`src/rtl/lut_func_eval.sv`:
```
// Reprogrammable N-input Boolean function unit: serial double-buffered truth table load,
// registered single-point evaluation and a full-table sweep that counts 1-minterms.
module lut_func_eval #(
   parameter int unsigned       N    = 4,
   parameter logic [2**N-1:0]   INIT = '0
) (
   input  logic         clk_i,
   input  logic         rst_ni,
   input  logic         load_valid_i,
   input  logic         load_bit_i,
   output logic         load_ready_o,
   output logic         load_done_o,
   input  logic [N-1:0] x_i,
   input  logic         eval_valid_i,
   output logic         f_o,
   output logic         f_valid_o,
   input  logic         sweep_start_i,
   output logic         busy_o,
   output logic [N-1:0] sw_idx_o,
   output logic         sw_f_o,
   output logic         sw_valid_o,
   output logic         sw_last_o,
   output logic [N:0]   ones_count_o,
   output logic         sweep_done_o
);

   localparam int unsigned   Size   = 2**N;
   localparam logic [N-1:0]  IdxMax = N'(Size - 1);

   typedef enum logic [1:0] {StIdle, StLoad, StSweep} state_e;

   state_e          state_q;
   logic [Size-1:0] active_q;
   logic [Size-1:0] shadow_q;
   logic [Size-1:0] shadow_wr;
   logic [N-1:0]    cnt_q;
   logic            load_ready_q;
   logic            load_done_q;
   logic            f_q;
   logic            f_valid_q;
   logic            busy_q;
   logic [N-1:0]    sw_idx_q;
   logic [N-1:0]    sw_idx_nxt;
   logic            sw_f_q;
   logic            sw_valid_q;
   logic            sw_last_q;
   logic [N:0]      ones_count_q;
   logic            sweep_done_q;
   logic            accept;

   assign accept     = load_valid_i && load_ready_q;
   assign sw_idx_nxt = sw_idx_q + N'(1);

   // Shadow image including the bit offered this cycle; committed whole on the last accept.
   always_comb begin
      shadow_wr        = shadow_q;
      shadow_wr[cnt_q] = load_bit_i;
   end

   always_ff @(posedge clk_i) begin
      if (!rst_ni) begin
         state_q      <= StIdle;
         active_q     <= INIT;
         shadow_q     <= '0;
         cnt_q        <= '0;
         load_ready_q <= 1'b0;
         load_done_q  <= 1'b0;
         busy_q       <= 1'b0;
         sw_idx_q     <= '0;
         sw_f_q       <= 1'b0;
         sw_valid_q   <= 1'b0;
         sw_last_q    <= 1'b0;
         ones_count_q <= '0;
         sweep_done_q <= 1'b0;
      end else begin
         load_done_q  <= 1'b0;
         sweep_done_q <= 1'b0;
         unique case (state_q)
            StIdle: begin
               busy_q <= 1'b0;
               if (accept) begin
                  shadow_q     <= shadow_wr;
                  cnt_q        <= cnt_q + N'(1);
                  state_q      <= StLoad;
                  load_ready_q <= 1'b1;
               end else if (sweep_start_i) begin
                  state_q      <= StSweep;
                  busy_q       <= 1'b1;
                  sw_valid_q   <= 1'b1;
                  sw_idx_q     <= '0;
                  sw_f_q       <= active_q[0];
                  sw_last_q    <= 1'b0;
                  ones_count_q <= '0;
                  load_ready_q <= 1'b0;
               end else begin
                  load_ready_q <= 1'b1;
               end
            end
            StLoad: begin
               if (accept) begin
                  shadow_q <= shadow_wr;
                  if (cnt_q == IdxMax) begin
                     active_q    <= shadow_wr;
                     cnt_q       <= '0;
                     state_q     <= StIdle;
                     load_done_q <= 1'b1;
                  end else begin
                     cnt_q <= cnt_q + N'(1);
                  end
               end
            end
            StSweep: begin
               ones_count_q <= ones_count_q + {{N{1'b0}}, sw_f_q};
               if (sw_last_q) begin
                  // busy stays high one more cycle, alongside sweep_done
                  state_q      <= StIdle;
                  sw_valid_q   <= 1'b0;
                  sw_last_q    <= 1'b0;
                  sweep_done_q <= 1'b1;
                  load_ready_q <= 1'b1;
               end else begin
                  sw_idx_q  <= sw_idx_nxt;
                  sw_f_q    <= active_q[sw_idx_nxt];
                  sw_last_q <= (sw_idx_nxt == IdxMax);
               end
            end
            default: state_q <= StIdle;
         endcase
      end
   end

   // Eval reads the pre-commit table when it shares an edge with a commit.
   always_ff @(posedge clk_i) begin
      if (!rst_ni) begin
         f_q       <= 1'b0;
         f_valid_q <= 1'b0;
      end else begin
         f_valid_q <= eval_valid_i;
         if (eval_valid_i) begin
            f_q <= active_q[x_i];
         end
      end
   end

   assign load_ready_o = load_ready_q;
   assign load_done_o  = load_done_q;
   assign f_o          = f_q;
   assign f_valid_o    = f_valid_q;
   assign busy_o       = busy_q;
   assign sw_idx_o     = sw_idx_q;
   assign sw_f_o       = sw_f_q;
   assign sw_valid_o   = sw_valid_q;
   assign sw_last_o    = sw_last_q;
   assign ones_count_o = ones_count_q;
   assign sweep_done_o = sweep_done_q;

endmodule

```
`config.mk`:
```
export PLATFORM = sky130hd
export DESIGN_NAME = lut_func_eval
export DESIGN_NICKNAME = d
export VERILOG_FILES = /design/src/rtl/lut_func_eval.sv
export SDC_FILE = /design/constraint.sdc
export NUM_CORES = 1
export LEC_CHECK = 0
export BUFFER_PORTS_ARGS = -buffer_cell sky130_fd_sc_hd__buf_4
export CORE_UTILIZATION = 50
export CTS_BUF_LIST = sky130_fd_sc_hd__clkbuf_4 sky130_fd_sc_hd__clkbuf_8
export CTS_CLUSTER_DIAMETER = 150
export DETAILED_ROUTE_END_ITERATION = 10
export GPL_ROUTABILITY_DRIVEN = 0
export PLACE_DENSITY = 0.73
export SETUP_SLACK_MARGIN = 0.15
export SYNTH_ARGS = -nofsm -noshare
export SYNTH_HDL_FRONTEND = slang
export SYNTH_SLANG_ARGS = --single-unit
```
`constraint.sdc`:
```
create_clock -name clk_i -period 5.3 [get_ports clk_i]
set_input_delay 0.53 -clock clk_i [delete_from_list [all_inputs] [get_ports clk_i]]
set_output_delay 0.53 -clock clk_i [all_outputs]
set_load 0.01 [all_outputs]
```
======== Yosys cells after proc, flatten, opt, wreduce, memory -nomap -nowiden ========
Index checks and enable logic that the tools add are counted.
operators by class
  add/sub/neg operators ................... 3
  $lt $le $gt $ge ......................... 4
  equal/unequal tests ..................... 12
  muxes and demuxes ....................... 44
  reduce and logical (&&, ||, !) cells .... 16
operator list
  kind                 number
  $mux 4               6
  $mux 1               19
  $bwmux 16            1
  $pmux 4 s2           2
  $lt 4x5->1 const B   3
  $ne 2x2->1 const B   7
  $reduce_and 3->1     4
  $reduce_and 4->1     3
  $mux 2               5
  $mux 5               2
  $pmux 5 s2           1
  $add 4x1->4 const B  2
  $bmux 1 s4           2
  $eq 4x4->1 const B   2
  $pmux 1 s2           4
  $pmux 2 s3           1
  $reduce_and 2->1     3
  $add 5x1->5          1
  $demux 1 s4          1
  $ge 4x1->1 const B   1
  $reduce_bool 2->1    2
  $ne 3x3->1 const B   1
  $eq 2x1->1 const B   1
  $eq 2x2->1 const B   1
  3 further kinds      4
storage, ports and cells
  flip-flop bits (word level) ............. 56
  bits of input ports ..................... 10
  output and inout bits ................... 18
  logic and storage cells ................. 94

======== Depth between registers and ports, before layout ========
Gate-level depths: netlist of run 1.
  depth in word-level cells ............... 5
  gate-level depth with buffers ........... 7
  mapped depth without buffers ............ 5

======== Least setup slack after synthesis of run 1 ========
No wires, ideal clock.
  kind .................................... register to register
  start ................................... reg sw_idx_q[0], in the netlist sw_idx_o[0]
  end ..................................... reg sw_f_q, in the netlist sw_f_o
  setup time .............................. 119 ps
  arrival ................................. 1842 ps
  required time ........................... 5181 ps
  setup slack ............................. 3340 ps
  stages on the path, launching flop included .. 7
  buffers on the path ..................... 1
  period minus slack after synthesis ...... 1960 ps
  cell sequence ........................... dfxtp_1 > buf_6 > inv_1 > ha_1 > mux4_1 > mux4_2 > o221a_1
on the way
  word-level cells in the longest chain between the ends .. 5
ends and longest elaborated chain
  element                       RTL line  text
  start, declared               42        logic [N-1:0] sw_idx_q;
  start signal, assigned        122       sw_idx_q <= sw_idx_nxt;
  $add 4x1->4                   52        assign sw_idx_nxt = sw_idx_q + N'(1);
  $bmux 1 s4                    123       sw_f_q <= active_q[sw_idx_nxt];
  $mux 1 (not written as such)  123
  $mux 1                        114       if (sw_last_q) begin
  $pmux 1 s2                    78        unique case (state_q)
  end signal, assigned          91        sw_f_q <= active_q[0];
  end signal, assigned          123
  end, declared                 44        logic sw_f_q;
No other way between the ends. The select of a mux whose other input is x is not followed.
A chain may end at the register's enable or synchronous reset.

======== Worst setup path after layout of run 1 ========
Same ends and word-level chain as after synthesis.

==> results of run 1 <==
## stage by stage
| step | instances | setup WS (ps) | total power, uW | cell area (um^2) |
|---|---|---|---|---|
| floorplan | 267 | 3340 | 523 | 2640 |
| global placement | 347 | 3140 | 552 | 2850 |
| detailed placement | 347 | 3090 | 555 | 2850 |
| CTS | 354 | 3130 | 775 | 2930 |
| global route | 354 | 3030 | 807 | 2930 |
| finish | 354 | 3110 | 771 | 2930 |
## area by class of cell
class                      instances  area (um^2)
fill                             463         2150
multi-input combinational        186         1410
sequential                        56         1120
timing repair buffer              27          203
tap                               70         87.6
clock buffer                       5         68.8
inverter                           8         30.0
clock inverter                     2         12.5
## synth_stat cells, types with 7 or more instances
library cell and number:
dfxtp_1 56, nor2_1 28, mux2i_1 24, nand2_1 24
o2bb2ai_1 16, a211oi_1 12, a21oi_1 11, clkbuf_1 9
ha_1 8, inv_1 8, nand3_1 8, o21ai_0 7
## metal layers
metal	global-route usage, %	share of wire, %	up-vias
met3	4.74	3.9	8
met2	33.8	47	46
met5	0	0	-
met1	30.1	48	940
met4	5.45	1.2	0
li1	-	-	1002
## kinds of logic after synthesis
kind of cell,Yosys count,share of synthesized area (%)
and+or+nand+nor,80,13.7
AOI/OAI and AO/OA,57,15.7
DFF,56,42.5
muxes,34,17.8
buffers and inverters,25,4.08
adders and majority gates,8,3.80
xor gates and xnor gates,7,2.33
## power breakdown
part | switching [uW] | leakage (uW) | internal (uW)
Combinational | 55.1 | 0.000742 | 39.0
Sequential | 15.5 | 0.000454 | 436
Clock | 136 | 0.0000400 | 90.0
## layout by cell type (no fill, tap or decap), drive strengths merged, types with 4 or more instances in the layout
cell,instances
a211oi,12
a21oi,11
and2,5
buf,27
clkbuf,5
dfxtp,56
ha,8
inv,8
mux2i,24
mux4,9
nand2,24
nand3,8
nor2,28
o21ai,7
o2bb2ai,16
xnor2,4
## worst paths after layout
kind                        start  slack [ps]         endpoint
hold / removal       eval_valid_i         460        f_valid_o
hold reg to reg   ones_count_o[4]         490  ones_count_o[4]
setup reg to reg      sw_idx_o[0]        3110           sw_f_o
setup / recovery      sw_idx_o[0]        3110           sw_f_o
## sequential cells by signal (all words and copies together), names as in the netlist, 2 cells and up
name and count:
state_q 2, cnt_q 4, active_q 16, shadow_q 16, sw_idx_o 4, ones_count_o 5
==> results.json, run 1 <==
{
  "vias": 1996,
  "path_clk_slew_ps": 90,
  "worstPathBufferInverterCount": 1,
  "fp.coreArea_um2": 5070,
  "setup_viol": 0,
  "grt_pass1_wl_mm": 9.04,
  "ys_warn_count": 0,
  "numCtsBuffers": 5,
  "cts_sinks": 56,
  "dieHeight_um": 74.6,
  "insertion_delay_ps": 300,
  "dieArea_um2": 5560,
  "cap_violations": 0,
  "r2r_cells": 5,
  "area_delta_synth_final_pct": 11.2,
  "synth_cell_type_count": 39,
  "fin_crit_ps": 2190,
  "drt-total-wl_mm": 5.52,
  "hold_path_class": "primary input to flop",
  "path_cells": "inv_1 -> ha_1 -> mux4_1 -> mux4_2 -> o221a_1",
  "outcome": "completed",
  "grt_max_degree": 33,
  "num_rows": 26,
  "io_buffers": 27,
  "cts_resized": 0,
  "cts_tree": "done",
  "die_width_um": 74.6,
  "wl_per_cell_um": 15.6,
  "rsz0062_at_grt": "no",
  "power_density_nw_per_um2": 263,
  "hold_viol": 0,
  "drv_slew": 0,
  "start_util_pct": 51.9,
  "ys_ff_latch": 56,
  "tns_ps": 0,
  "cts_root_buffer": "clkbuf_8",
  "peakVddDrop_mv": 0.149,
  "fmax_mhz": 457,
  "first_pass_iters": 4,
  "synth-seq-area-share_pct": 42.5,
  "postCtsSetupBuffers": 0,
  "vias_per_cell": 5.64,
  "ctsHoldBuffers": 0,
  "synth_top_area_share_pct": 42.5,
  "required_ps": 5500,
  "dp_hpwl_mm": 3.92,
  "skew_ps": 8.68,
  "cp_num_cells": 5,
  "timing.final.crit_share_pct": 41.2,
  "startpoint_type": "flop",
  "critPathSlowestCell": "dfxtp_1",
  "syn_avg_cell_area_um2": 9.87,
  "htree_levels": 2,
  "critPathKind": "flop to flop",
  "clockBufferDepth": 2,
  "synthTopCellsByArea": "dfxtp_1, mux2i_1, o2bb2ai_1",
  "min_path_cells": 2,
  "drtAntennaViolNets": 0,
  "max_slew_margin_pct": 27.9,
  "synth_ff_type": "dfxtp_1",
  "grt_pass1_vias": 1866,
  "grt-ovfl-total": 0,
  "final_util_pct": 57.7,
  "drive_above_1_share_pct": 14.4,
  "p_leak_uw": 0.00124,
  "critPathMaxFanout": 9,
  "nNetsFinal": 302,
  "worst_pin_slew_ps": 1080,
  "synth_edf_count": 0,
  "grt_antenna_before_repair": 0,
  "holdWs_ps": 463,
  "arrival_ps": 2380,
  "synthArstFlopShare_pct": 0,
  "diodes": 0,
  "crit_family": "multiplexers",
  "crit_path_end_kind": "flop",
  "synth_area_um2": 2640,
  "synth.largest_area_cell": "dfxtp_1",
  "drt-initial-drc-count": 107,
  "route.detailed.drc": 0,
  "max_stage_delay_ps": 560,
  "synth_nets": 285,
  "syn_inst": 267,
  "track_usage_pct": 21.5,
  "io_pins": 28
}
No activity file was read; power rests on OpenSTA's default activity.
==> run 2, diff against run 1 <==
--- a/config.mk
+++ b/config.mk
@@ -5,13 +5,14 @@
 export SDC_FILE = /design/constraint.sdc
 export NUM_CORES = 1
 export LEC_CHECK = 0
+export ABC_AREA = 1
 export BUFFER_PORTS_ARGS = -buffer_cell sky130_fd_sc_hd__buf_4
 export CORE_UTILIZATION = 50
 export CTS_BUF_LIST = sky130_fd_sc_hd__clkbuf_4 sky130_fd_sc_hd__clkbuf_8
 export CTS_CLUSTER_DIAMETER = 150
 export DETAILED_ROUTE_END_ITERATION = 10
 export GPL_ROUTABILITY_DRIVEN = 0
-export PLACE_DENSITY = 0.73
+export PLACE_DENSITY = 0.75
 export SETUP_SLACK_MARGIN = 0.15
 export SYNTH_ARGS = -nofsm -noshare
 export SYNTH_HDL_FRONTEND = slang
==> constraint.sdc (replaced) <==
create_clock -name clk_i -period 1.95 [get_ports clk_i]
set_input_delay 0.195 -clock clk_i [delete_from_list [all_inputs] [get_ports clk_i]]
set_output_delay 0.195 -clock clk_i [all_outputs]
set_load 0.01 [all_outputs]
==> results.json, run 2 <==
{
  "outcome": "completed",
  "route.detailed.drc": 0,
  "synthTopCellsByArea": "dfxtp_1, nand2_1, inv_1",
  "drtAntennaViolNets": 0,
  "io_buffers": 27,
  "synth_cell_type_count": 34,
  "clkPwrFrac_pct": 31.3,
  "vias": 2605,
  "dp_hpwl_mm": 4.48,
  "hold_path_class": "primary input to flop",
  "p_leak_uw": 0.00144,
  "clockBufferDepth": 2,
  "crit_path_start": "cnt_q[1]",
  "placed_cells": 501,
  "setup_slack_ps": 337,
  "drt-total-wl_mm": 6.05,
  "synth_top_area_share_pct": 39.5,
  "num_rows": 27,
  "fin_crit_ps": 1610,
  "drt-initial-drc-count": 175,
  "first_pass_iters": 5,
  "critPathSlowestCell": "dfxtp_1",
  "synth_area_um2": 2840,
  "grt_pass1_vias": 2312,
  "hold_viol": 0,
  "fmax_mhz": 620,
  "design_area_um2": 3190,
  "arrival_ps": 1820,
  "yosysMostFrequentCell": "nand2_1",
  "path_cells": "ha_1 -> inv_1 -> nor2_2 -> inv_2 -> nor3_2 -> or2_1 -> buf_6 -> o21ai_0",
  "critPathKind": "flop to flop",
  "p_sw_share_pct": 28.4,
  "max_slew_margin_pct": 66.9,
  "ctsHoldBuffers": 0,
  "dieHeight_um": 77.3,
  "insertion_delay_ps": 320,
  "pwr-share-comb_pct": 14.6,
  "seq_power_share_pct": 54.1,
  "drv_slew": 0,
  "timing.final.crit_share_pct": 82.7,
  "dieArea_um2": 5980,
  "dpl-instance-area_um2": 3080,
  "rr_startpoint": "cnt_q[1]",
  "n_fill_cell": 530,
  "crit_family": "simple AND/OR/NAND/NOR gates",
  "place_worst_setup_slack_ps": 244,
  "syn_avg_cell_area_um2": 6.93,
  "synth_ff_type": "dfxtp_1",
  "diodes": 0,
  "cts_sinks": 56,
  "final_common_cell": "nand2_1",
  "postCtsSetupBuffers": 0,
  "cap_violations": 0,
  "ys_warn_count": 0,
  "synthArstFlopShare_pct": 0,
  "startpoint_type": "flop",
  "wl_per_cell_um": 11.9,
  "peakVddDrop_mv": 0.387,
  "synth.largest_area_cell": "dfxtp_1",
  "rsz0062_at_grt": "no",
  "area_delta_synth_final_pct": 12.6,
  "cts_tree": "done",
  "final_cell_mix": "nand2_1, inv_1, dfxtp_1",
  "worst_pin_slew_ps": 495,
  "required_ps": 2160,
  "p_int_uw": 1600,
  "numCtsBuffers": 5,
  "synth_nets": 427,
  "start_util_pct": 51.8,
  "synth-seq-area-share_pct": 39.5,
  "cts_resized": 0,
  "stdcell_count": 509,
  "skew_ps": 8.34,
  "grt_pass1_wl_mm": 10.3,
  "final_util_pct": 58.3,
  "worstPathBufferInverterCount": 3,
  "grt-ovfl-total": 0,
  "p_sw_uw": 637,
  "setup_viol": 0,
  "io_pins": 28,
  "fp.coreArea_um2": 5470,
  "critPathMaxFanout": 18,
  "synth_edf_count": 0,
  "vias_per_cell": 5.12,
  "syn_inst": 409,
  "die_width_um": 77.3,
  "crit_path_end_kind": "flop",
  "min-delay-start": "eval_valid_i",
  "max_stage_delay_ps": 400,
  "grt_max_degree": 32,
  "drive_above_1_share_pct": 15.6,
  "power_density_nw_per_um2": 702,
  "ys_ff_latch": 56,
  "path_clk_slew_ps": 100,
  "track_usage_pct": 21.5,
  "htree_levels": 2,
  "cts_root_buffer": "clkbuf_8",
  "synth.top_cells.by_count": "nand2_1, inv_1, dfxtp_1, o21ai_0, nand3_1",
  "nNetsFinal": 454,
  "tns_ps": 0,
  "grt_antenna_before_repair": 0
}
[run 2: per-layer routing]
layer	GRT usage [%]	vias to the layer above	wire length, um
met5	0	-	0
met3	4.40	9	283
li1	-	1355	-
met4	5.85	0	66
met2	35.9	58	2760
met1	28.0	1183	2950
[run 2: final timing paths]
check	to	slack [ps]	cells after the start
hold / removal	f_valid_o	70	3
setup / recovery	active_q[8]	340	8
hold reg to reg	sw_valid_o	480	2
setup reg to reg	active_q[8]	340	8
[run 2: cells by family after synthesis]
| logic type | share of synthesized area (%) |
|---|---|
| AO/OA/AOI/OAI | 17.3 |
| XOR/XNOR | 1.24 |
| buffers and inverters | 12.5 |
| flip-flops | 39.5 |
| adder cells (fa/ha/maj) | 3.53 |
| AND/OR/NAND/NOR | 25.9 |
[run 2: power by group through the flow]
| stage | registers [uW] | clock network, uW | logic, uW |
|---|---|---|---|
| 2_1_floorplan | 1240 | 0 | 223 |
| 3_3_place_gp | 1240 | 0 | 320 |
| 3_5_place_dp | 1240 | 0 | 323 |
| 4_1_cts | 1210 | 722 | 325 |
| 5_1_grt | 1220 | 758 | 371 |
| 6_report | 1210 | 702 | 327 |
[run 2: cell type report]
class / instances / area [um^2] / area share [%]
Clock buffer: 6 / 82.6 / 2.59
Clock inverter: 2 / 17.5 / 0.549
Inverter: 72 / 273 / 8.54
Multi-Input combinational cell: 269 / 1360 / 42.7
Sequential cell: 56 / 1120 / 35.2
Tap cell: 72 / 90.1 / 2.82
Timing Repair Buffer: 32 / 244 / 7.64
[run 2: worst register-to-register path: stages, from the launching register on]
cell     delay [ps]
dfxtp_1         400
ha_1            230
inv_1           100
nor2_2          170
inv_2            60
nor3_2          120
or2_1           130
buf_6           190
o21ai_0          90
[run 2: through the flow]
| stage | power [uW] | hold slack [ps] |
|---|---|---|
| 3_5_place_dp | 1560 | 395 |
| 5_1_grt | 2350 | 71.1 |
| 4_1_cts | 2260 | 69.0 |
| 3_3_place_gp | 1560 | 395 |
| 2_1_floorplan | 1460 | 288 |
| 6_report | 2240 | 70.8 |
